**src/rtl/ysyx_24070016_lsu.sv**
```systemverilog
// ---------------------------------------------------------------------------
// ysyx_24070016_lsu
//   Multi-cycle load/store unit between the EXU and a valid/ready data bus.
//   It accepts one access at a time and steers store data into byte lanes with
//   matching write strobes. Load data is extracted from the returned word and
//   sign- or zero-extended. The core is held (busy) until the bus answers, the
//   access times out, or the access is rejected up front.
//
//   FSM: IDLE -> REQ -> WAIT -> DONE -> IDLE
//     IDLE  accepts a request and latches it.
//           Invalid op (or misalign when checked) goes straight to DONE.
//     REQ   bus_req_valid held until bus_req_ready.
//     WAIT  waits for bus_resp_valid.
//     DONE  resp_valid pulses for one cycle.
//
// Parameters
//   TIMEOUT_CYC  cycles spent in REQ+WAIT before forced error completion
//                (0 disables the timeout)
//
// Configuration macro
//   LSU_MISALIGN_CHECK_EN  reject misaligned h/hu/sh and w/sw with resp_err.
//                          When undefined, halfword ignores addr[0] and word
//                          ignores addr[1:0].
//
// Ports
//   clk, rst            clock, synchronous active-high reset
//   req_*               request from the EXU (valid/ready, wen, funct3 op,
//                       byte address, right-aligned store data)
//   resp_valid          one-cycle completion pulse
//   resp_rdata          extended load data (0 for stores and errors)
//   resp_err            error flag, qualified by resp_valid
//   busy                access in flight (state != IDLE)
//   bus_req_*           word-aligned bus request with lane-replicated data
//                       and byte strobes
//   bus_resp_*          bus response: raw word, error flag
// ---------------------------------------------------------------------------
module ysyx_24070016_lsu #(
    parameter int unsigned TIMEOUT_CYC = 255
) (
    input  logic        clk,
    input  logic        rst,

    input  logic        req_valid,
    output logic        req_ready,
    input  logic        req_wen,
    input  logic [2:0]  req_op,
    input  logic [31:0] req_addr,
    input  logic [31:0] req_wdata,

    output logic        resp_valid,
    output logic [31:0] resp_rdata,
    output logic        resp_err,
    output logic        busy,

    output logic        bus_req_valid,
    input  logic        bus_req_ready,
    output logic        bus_wen,
    output logic [31:0] bus_addr,
    output logic [31:0] bus_wdata,
    output logic [3:0]  bus_wstrb,
    input  logic        bus_resp_valid,
    input  logic [31:0] bus_resp_rdata,
    input  logic        bus_resp_err
);

    typedef enum logic [1:0] {
        IDLE = 2'd0,
        REQ  = 2'd1,
        WAIT = 2'd2,
        DONE = 2'd3
    } state_t;

    localparam int unsigned      CNT_W      = (TIMEOUT_CYC < 2) ? 1 : $clog2(TIMEOUT_CYC + 1);
    localparam logic [CNT_W-1:0] CNT_LIMIT  = CNT_W'(TIMEOUT_CYC);
    localparam logic             TIMEOUT_EN = (TIMEOUT_CYC != 0);

    state_t           state;
    logic             wen_q;
    logic [2:0]       op_q;
    logic [1:0]       off_q;      // effective byte offset of the access
    logic [CNT_W-1:0] cnt;

    logic [CNT_W-1:0] cnt_inc;
    logic             timeout_hit;
    logic             op_bad;
    logic             misalign;
    logic [1:0]       req_off;
    logic [31:0]      st_wdata;
    logic [3:0]       st_wstrb;
    logic [31:0]      lane;
    logic [31:0]      ld_data;

    assign req_ready = (state == IDLE);
    assign busy      = (state != IDLE);

    // Timeout fires on the TIMEOUT_CYC-th cycle spent in REQ/WAIT.
    assign cnt_inc     = cnt + 1'b1;
    assign timeout_hit = TIMEOUT_EN && (cnt_inc == CNT_LIMIT);

    assign op_bad = (req_op == 3'b011) || (req_op[2:1] == 2'b11);

`ifdef LSU_MISALIGN_CHECK_EN
    assign misalign = ((req_op[1:0] == 2'b01) && req_addr[0]) ||
                      ((req_op[1:0] == 2'b10) && (req_addr[1:0] != 2'b00));
`else
    assign misalign = 1'b0;
`endif

    // Store lane steering; size comes from op[1:0].
    always_comb begin
        // NOTE: every signal gets a default first so no path leaves it unassigned (no latch).
        req_off  = 2'b00;
        st_wdata = req_wdata;
        st_wstrb = 4'b1111;
        case (req_op[1:0])
            2'b00: begin
                req_off  = req_addr[1:0];
                st_wdata = {4{req_wdata[7:0]}};
                st_wstrb = 4'b0001 << req_off;
            end
            2'b01: begin
                req_off  = {req_addr[1], 1'b0};
                st_wdata = {2{req_wdata[15:0]}};
                st_wstrb = 4'b0011 << req_off;
            end
            default: begin
                req_off  = 2'b00;
                st_wdata = req_wdata;
                st_wstrb = 4'b1111;
            end
        endcase
        if (!req_wen) begin
            st_wstrb = 4'b0000;
        end
    end

    // Load extraction from the raw bus word.
    assign lane = bus_resp_rdata >> {off_q, 3'b000};

    always_comb begin
        ld_data = lane;
        case (op_q)
            3'b000:  ld_data = {{24{lane[7]}},  lane[7:0]};
            3'b001:  ld_data = {{16{lane[15]}}, lane[15:0]};
            3'b100:  ld_data = {24'd0, lane[7:0]};
            3'b101:  ld_data = {16'd0, lane[15:0]};
            default: ld_data = lane;
        endcase
    end

    always_ff @(posedge clk) begin
        // NOTE: non-blocking assignments so every register samples pre-edge values.
        if (rst) begin
            state         <= IDLE;
            wen_q         <= 1'b0;
            op_q          <= 3'b000;
            off_q         <= 2'b00;
            cnt           <= '0;
            resp_valid    <= 1'b0;
            resp_rdata    <= 32'd0;
            resp_err      <= 1'b0;
            bus_req_valid <= 1'b0;
            bus_wen       <= 1'b0;
            bus_addr      <= 32'd0;
            bus_wdata     <= 32'd0;
            bus_wstrb     <= 4'b0000;
        end else begin
            resp_valid <= 1'b0;
            case (state)
                IDLE: begin
                    if (req_valid) begin
                        wen_q <= req_wen;
                        op_q  <= req_op;
                        off_q <= req_off;
                        cnt   <= '0;
                        if (op_bad || misalign) begin
                            // Rejected without touching the bus.
                            state      <= DONE;
                            resp_valid <= 1'b1;
                            resp_err   <= 1'b1;
                            resp_rdata <= 32'd0;
                        end else begin
                            state         <= REQ;
                            bus_req_valid <= 1'b1;
                            bus_wen       <= req_wen;
                            bus_addr      <= {req_addr[31:2], 2'b00};
                            bus_wdata     <= st_wdata;
                            bus_wstrb     <= st_wstrb;
                        end
                    end
                end
                REQ: begin
                    if (timeout_hit) begin
                        bus_req_valid <= 1'b0;
                        state         <= DONE;
                        resp_valid    <= 1'b1;
                        resp_err      <= 1'b1;
                        resp_rdata    <= 32'd0;
                    end else begin
                        cnt <= cnt_inc;
                        if (bus_req_ready) begin
                            bus_req_valid <= 1'b0;
                            state         <= WAIT;
                        end
                    end
                end
                WAIT: begin
                    // A response in this cycle wins over a timeout in the same cycle.
                    if (bus_resp_valid) begin
                        state      <= DONE;
                        resp_valid <= 1'b1;
                        resp_err   <= bus_resp_err;
                        resp_rdata <= (wen_q || bus_resp_err) ? 32'd0 : ld_data;
                    end else if (timeout_hit) begin
                        state      <= DONE;
                        resp_valid <= 1'b1;
                        resp_err   <= 1'b1;
                        resp_rdata <= 32'd0;
                    end else begin
                        cnt <= cnt_inc;
                    end
                end
                DONE: begin
                    state <= IDLE;
                end
                default: begin
                    state <= IDLE;
                end
            endcase
        end
    end

endmodule

```
**config.mk**
```make
export PLATFORM = sky130hd
export DESIGN_NAME = ysyx_24070016_lsu
export DESIGN_NICKNAME = d
export VERILOG_FILES = /design/src/rtl/ysyx_24070016_lsu.sv
export SDC_FILE = /design/constraint.sdc
export NUM_CORES = 1
export LEC_CHECK = 0
export ABC_AREA = 1
export BUFFER_PORTS_ARGS = -buffer_cell sky130_fd_sc_hd__buf_2
export CORE_MARGIN = 2
export CORE_UTILIZATION = 45
export DETAILED_ROUTE_END_ITERATION = 12
export PLACE_DENSITY_LB_ADDON = 0.3
export SLEW_MARGIN = 20
export SYNTH_ARGS = -nofsm -noshare
export SYNTH_HDL_FRONTEND = slang
export SYNTH_SLANG_ARGS = --single-unit
```
**constraint.sdc**
```tcl
create_clock -name clk -period 2.05 [get_ports clk]
set_input_delay 0.41 -clock clk [delete_from_list [all_inputs] [get_ports clk]]
set_output_delay 0.41 -clock clk [all_outputs]
set_load 0.01 [all_outputs]
```
==> results of run 1 <==
==> final timing paths <==
kind,to
worst max-delay path,resp_rdata[30]
worst min-delay path,bus_addr[31]
worst max register to register,resp_rdata[30]
worst min register to register,resp_rdata[9]
==> power groups by stage <==
stage	sequential, mW	combinational [mW]	clock, mW
floorplan	3.11	2.42	0
global placement	2.99	3.96	0
CTS	2.96	4.02	2.94
detailed placement	2.99	4.01	0
global route	3.01	4.51	3.04
finish	2.96	4.07	2.90
==> kinds of logic (layout without fill, tap and decap cells) <==
group,count (synthesis),after routing,share of synthesized area (%)
AND/OR/NAND/NOR,431,431,28.66
AO/OA/AOI/OAI,266,266,23.39
flip-flops,118,118,38.13
buffers and inverters,107,318,7.735
adder cells (fa/ha/maj),6,6,1.212
multiplexers,5,5,0.8079
other,1,2,0.06054
==> tightest hold or removal path: stages <==
cell and delay [ns]:
buf_2 0.07, nor2_1 0.03, nor2_1 0.08
==> area by class of cell <==
cell class | count | share of cell area [%]
Tap cell | 176 | 2.725
Sequential cell | 118 | 29.24
Clock inverter | 12 | 1.610
Timing Repair Buffer | 239 | 16.82
Multi-Input combinational cell | 710 | 41.87
Clock buffer | 20 | 5.528
Inverter | 47 | 2.214
==> flip-flops by register name, summed over array words and instances (netlist names), 2 cells and up <==
signal      flops
off_q           2
resp_rdata     32
bus_wstrb       4
op_q            3
bus_wdata      32
cnt             8
bus_addr       30
state           2
==> per-layer routing <==
layer  vias up  global-route usage [%]  wire length (um)
met5         -                       0                 0
met4         0                   9.626               402
met3        34                   8.506              1633
met2       277                   44.35              9269
met1      3177                   31.77              8118
li1       3496                       -                 -
==> cell usage in the layout, fill, tap and decap left out, drive strengths merged <==
cell type,instances
a21oi,112
a31oi,8
buf,239
bufinv,2
clkbuf,20
clkinv,8
clkinvlp,5
conb,2
dfxtp,118
ha,6
inv,44
mux2i,5
nand2,248
nand3,53
nand3b,1
nand4,6
nor2,121
nor3,2
o211ai,11
o21ai,133
o21bai,2
==> summary.md, run 1 <==
| Metric | Value |
|---|---|
| Antenna violations before repair | 0 |
| Final setup viols | 0 |
| Crit. Startpoint | state[1] |
| Total Wirelength | 19.42 mm |
| Placed inst area | 7482 um^2 |
| Post-synthesis sequential area ratio | 38.13% |
| H-tree levels | 4 |
| Die W | 121.3 um |
| Worst Skew | 0.008542 ns |
| CTS root buf | clkbuf_16 |
| Core box area | 13350 um^2 |
| Max Cap Viol | 0 |
| Multi-input gate area | 3383 um^2 |
| WP data required | 2.39 ns |
| Clock share of power | 29.2% |
| Net count, final | 1245 |
| CP Cell Sequence | inv_1 -> ha_1 -> nand2_1 -> nand2_1 -> a21oi_2 -> nand2_2 -> buf_4 -> a21oi_1 -> nand2_1 -> a21oi_1 |
| Sum Neg Setup Slack | 0 ns |
| Maximum clock path buffer count | 2 |
| R2R Setup Slk | 0.16 ns |
| Top-level I/O count | 212 |
| Worst r2r path cells | 10 |
| Post-route cell area | 8080 um^2 |
| Clk sink count | 118 |
| CTS Buf Count | 17 |
| CTS tree | done |
| Overall die area | 14720 um^2 |
| Worst r2r src | state[1] |
| # rows | 42 |
| Area Growth Syn to Fin | 30.44% |
| Initial Util | 46.41% |
| Hold_buf cts | 0 |
| Core Util, Final | 60.54% |
| Detailed placer's ending HPWL | 13.69 mm |
| # DRC | 0 |
| Synth Instances | 934 |
| Gp weighted congestion | 0.8815 |
| Worst setup path category | flop to flop |
| Int Pwr | 5.942 mW |
| Final Hold Fails | 0 |
| Top cells by count, synth | nand2_1 (239), dfxtp_1 (118), nor2_1 (115) |
| Synth async-reset ratio | 0% |
| Postcts setup bufs | 0 |
| Vias in the first global route | 6472 |
| Sequential Area | 2362 um^2 |
| Worst Hold Path Cells | 3 |
| Lkg Pwr | 3.772 nW |
| Peak Freq | 528.7 MHz |
| Seq pwr share | 29.8% |
| Worst-path maximum fanout | 25 |
| CP most frequent cell | nand2_1 |
| Synth area leader | dfxtp_1 |
| Syn_area_per_cell | 6.632 um^2 |
| RSZ-0062 raised after global routing | no |
| Hold Crit Class | input pin to flop |
| Stages on worst setup path | 10 |
| Post-synth cell types | 36 |
| Yosys top cell area share | 38.13% |
| Top cells by area, synth | dfxtp_1 (38%), nand2_1 (14%), o21ai_0 (8.6%) |
| Reg clk slew, reported paths | 0.06 ns |
| Yosys warns | 0 |
| Global-route wire length before repair | 30.99 mm |
| Vias post-DR | 6984 |
| Largest net degree at the start of global routing | 69 |
| CP Launch Type | flop |
| Share of total power in combinational logic | 40.9% |
| Sw Ratio | 40.20% |
| Wire length per cell | 14.69 um |
| GRT Overall Usage | 26.49% |
| DR pass1 iterations | 5 |
| Slowest CP cell | dfxtp_1 |
| Crit path capture type | flop |
| Congestion Overflow GR | 0 |
| Clk Latency, worst-skew pair | 0.42 ns |
| Power density cells | 1230 nW/um^2 |
| Placed insts | 1290 |
| Relative slew slack | 60.70% |
| Max incr delay on CP | 0.37 ns |
| Design Power | 9.937 mW |
| Peak VDD IR | 0.0007117 V |
| Hold path start | req_addr[31] |
| Slew @ Worst Pin | 0.5874 ns |
| Routed vias/inst | 5.283 |
| Min cycle time layout | 1.891 ns |
| Status | finished, final reports clean |
| Antenna fix cells | 0 |
| Yosys reg bits | 118 |
| Mapped Area | 6195 um^2 |
| Final Cycle Share | 92.27% |
| Count leader, synth | nand2_1 |
| Non-Filler Instances | 1322 |
| Number of buffers added on ports | 209 |
| Critical Path AT | 2.23 ns |
| PostCTS Resize Cnt | 0 |
| Share of cells above drive strength 1 | 27.31% |
| Final ANT Viol Nets | 0 |
| Fill count | 1258 |
| Number of synthesized flops with an enable pin | 0 |
| Placement Setup Slack | 0.09928 ns |
| Die Y | 121.3 um |
| Commonest register cell after synthesis | dfxtp_1 |
| Fin. max-slew vios | 0 |
| Worst setup margin | 0.1585 ns |
| Sw Pwr | 3.995 mW |
| Initial DRC count | 580 |
| Crit path max-delay family | compound AO/OA/AOI/OAI gates |
| Hold Slack | 0.2071 ns |
| Sum of buffers and inverters on the critical path | 2 |
(Power assumes the default switching activity.)
==> run 2: changes to the inputs <==
CELL_PAD_IN_SITES_DETAIL_PLACEMENT = 2   (was unset)
CELL_PAD_IN_SITES_GLOBAL_PLACEMENT = 2   (was unset)
CORE_UTILIZATION = 26   (was 45)
GPL_TIMING_DRIVEN = 0   (was unset)
==> run 2 against run 1 <==
Net effect:
- flip-flop and latch count is the same
- final area rose by 8.9%
- largest cell class unchanged
- via count grew 6.6%
- clock-buffer cell count shrank 2
- setup slack lost 0.11 ns
- die area is 70% higher
- sequential power is 2% higher
==> summary.md, run 2 (synthesized netlist as in run 1, its figures left out) <==
| Metric | Value |
|---|---|
| Max incr delay on CP | 0.38 ns |
| Slew @ Worst Pin | 0.9135 ns |
| Worst setup margin | 0.04800 ns |
| Share of cells above drive strength 1 | 32.13% |
| Net count, final | 1291 |
| WP data required | 2.34 ns |
| Largest net degree at the start of global routing | 17 |
| CTS root buf | clkbuf_16 |
| Reg clk slew, reported paths | 0.06 ns |
| Peak Freq | 499.5 MHz |
| RSZ-0062 raised after global routing | yes |
| Global-route wire length before repair | 44.08 mm |
| Total Wirelength | 28.94 mm |
| Most common cell after layout, fill and taps aside | nand2_1 |
| Maximum clock path buffer count | 2 |
| Regs by FF count | bus_wdata: 32 flops, resp_rdata: 32 flops, bus_addr: 30 flops |
| Worst-path maximum fanout | 8 |
| Number of buffers added on ports | 208 |
| R2R Setup Slk | 0.05 ns |
| Critical R2R Capture | resp_rdata[21] |
| Congestion Overflow GR | 0 |
| Peak VDD IR | 0.0005118 V |
| Core box area | 23400 um^2 |
| Antenna violations before repair | 5 |
| Min cycle time layout | 2.002 ns |
| Status | finished, final reports clean |
| Area Growth Syn to Fin | 42.07% |
| DR pass1 iterations | 4 |
| H-tree levels | 4 |
| Non-Filler Instances | 1512 |
| Worst r2r path cells | 14 |
| Max Cap Viol | 0 |
| Crit path capture type | flop |
| Vias post-DR | 7446 |
| Die W | 158.4 um |
| GRT Overall Usage | 22.76% |
| Worst Hold Path Cells | 3 |
| Worst setup path category | flop to flop |
| Final Cycle Share | 97.66% |
| # DRC | 0 |
| Design Power | 10.60 mW |
| Placement Setup Slack | -0.4746 ns |
| CP Cell Sequence | ha_4 -> nand2_8 -> nor2_4 -> nand2_2 -> nand2_2 -> nand2_4 -> nor2_4 -> nand3_4 -> buf_12 -> clkbuf_16 -> nand2_1 -> o21ai_1 -> nand2_1 -> a21oi_2 |
| Post-route cell area | 8801 um^2 |
| Relative slew slack | 39.10% |
| Wire length per cell | 19.14 um |
| Worst r2r src | cnt[0] |
| Hold Crit Class | input pin to flop |
| Fin. max-slew vios | 0 |
| Vias in the first global route | 7995 |
| Hold_buf cts | 0 |
| Final ANT Viol Nets | 0 |
| Hold path endpoint | bus_addr[21] |
| Overall die area | 25080 um^2 |
| Clk sink count | 118 |
| Lkg Pwr | 3.951 nW |
| Hold path start | req_addr[21] |
| Power density cells | 1204 nW/um^2 |
| Initial DRC count | 292 |
| Routed vias/inst | 4.925 |
| Die Y | 158.4 um |
| Critical Path AT | 2.29 ns |
| Top-level I/O count | 212 |
| Initial Util | 26.47% |
| CTS Buf Count | 17 |
| Final setup viols | 0 |
| CP Launch Type | flop |
| CTS tree | done |
| Worst Skew | 0.01669 ns |
| # rows | 56 |
| Final Hold Fails | 0 |
| Clk Latency, worst-skew pair | 0.43 ns |
| Slowest CP cell | dfxtp_4 |
| Most frequent cells in the layout | nand2_1 (217), buf_2 (212), dfxtp_1 (113), nor2_1 (112), o21ai_0 (103) |
| Detailed placer's ending HPWL | 21.09 mm |
| Gp weighted congestion | 0.8484 |
| Placed inst area | 7639 um^2 |
| Placed insts | 1462 |
run 2: changes by cell type in the layout (fill, tap and decap cells not counted), moves of 6 or more:
| cell | previous run | this run |
|---|---|---|
| buf_6 | 0 | 6 |
| clkbuf_1 | 2 | 28 |
| a21oi_1 | 100 | 94 |
| nand2_4 | 1 | 15 |
| clkbuf_2 | 0 | 12 |
| o21ai_2 | 6 | 16 |
| o21ai_1 | 20 | 13 |
| buf_4 | 23 | 12 |
| nand2_2 | 8 | 15 |
| nand2_1 | 239 | 217 |
run 2: what timing repair did:
action / CTS / global route
pin swaps: 4 / 37
gates cloned: 1 / 3
resized for setup: 31 / 90
setup endpoints to repair: 110 / 100
buffers inserted: 5 / 8
run 2: worst max path at each step:
stage          startpoint              to  cells past startpoint
5_1_grt            cnt[0]  resp_rdata[21]                     14
2_1_floorplan    state[0]  resp_rdata[21]                     10
3_5_place_dp     state[0]  resp_rdata[21]                     10
6_report           cnt[0]  resp_rdata[21]                     14
3_3_place_gp     state[0]  resp_rdata[26]                     10
4_1_cts          state[0]  resp_rdata[21]                     10
run 2: report_power, final:
| part | switching (mW) | internal, mW |
|---|---|---|
| clock network | 1.28 | 1.58 |
| logic | 3.17 | 1.56 |
| registers | 0.289 | 2.73 |
run 2: final cells by class:
class                      instances  area, um^2
antenna                            1       2.502
multi-input combinational        710        3671
sequential                       118        2374
timing repair buffer             225        1265
inverter                          47       186.4
buffer                            60       355.3
clock inverter                    14       118.9
clock buffer                      18       429.2
fill                            2873       14600
tap                              319       399.1
run 2: metal layers:
| metal | GRT usage, % | vias up | share of wire (%) |
|---|---|---|---|
| li1 | - | 3584 | - |
| met1 | 26.82 | 3618 | 42 |
| met2 | 40.14 | 204 | 49 |
| met3 | 6.777 | 34 | 6.9 |
| met4 | 6.221 | 6 | 1.8 |
| met5 | 0 | - | 0.11 |
run 2: per-stage QoR:
step / hold slack [ns] / setup TNS [ns] / utilization [%]
finish: 0.1994 / 0 / 37.61
detailed placement: 0.4601 / -27.95 / 32.64
global placement: 0.4509 / -21.52 / 32.64
floorplan: 0.4570 / 0 / -
CTS: 0.1918 / 0 / 35.71
global route: 0.2088 / -0.8459 / 37.60
run 2: critical path: cells and delay by family (launching register included):
| kind | cells | cell delay (ns) |
|---|---|---|
| and+or+nand+nor | 9 | 0.84 |
| adders and majority gates | 1 | 0.17 |
| AOI/OAI and AO/OA | 2 | 0.13 |
| buffers and inverters | 2 | 0.34 |
| DFF | 1 | 0.38 |
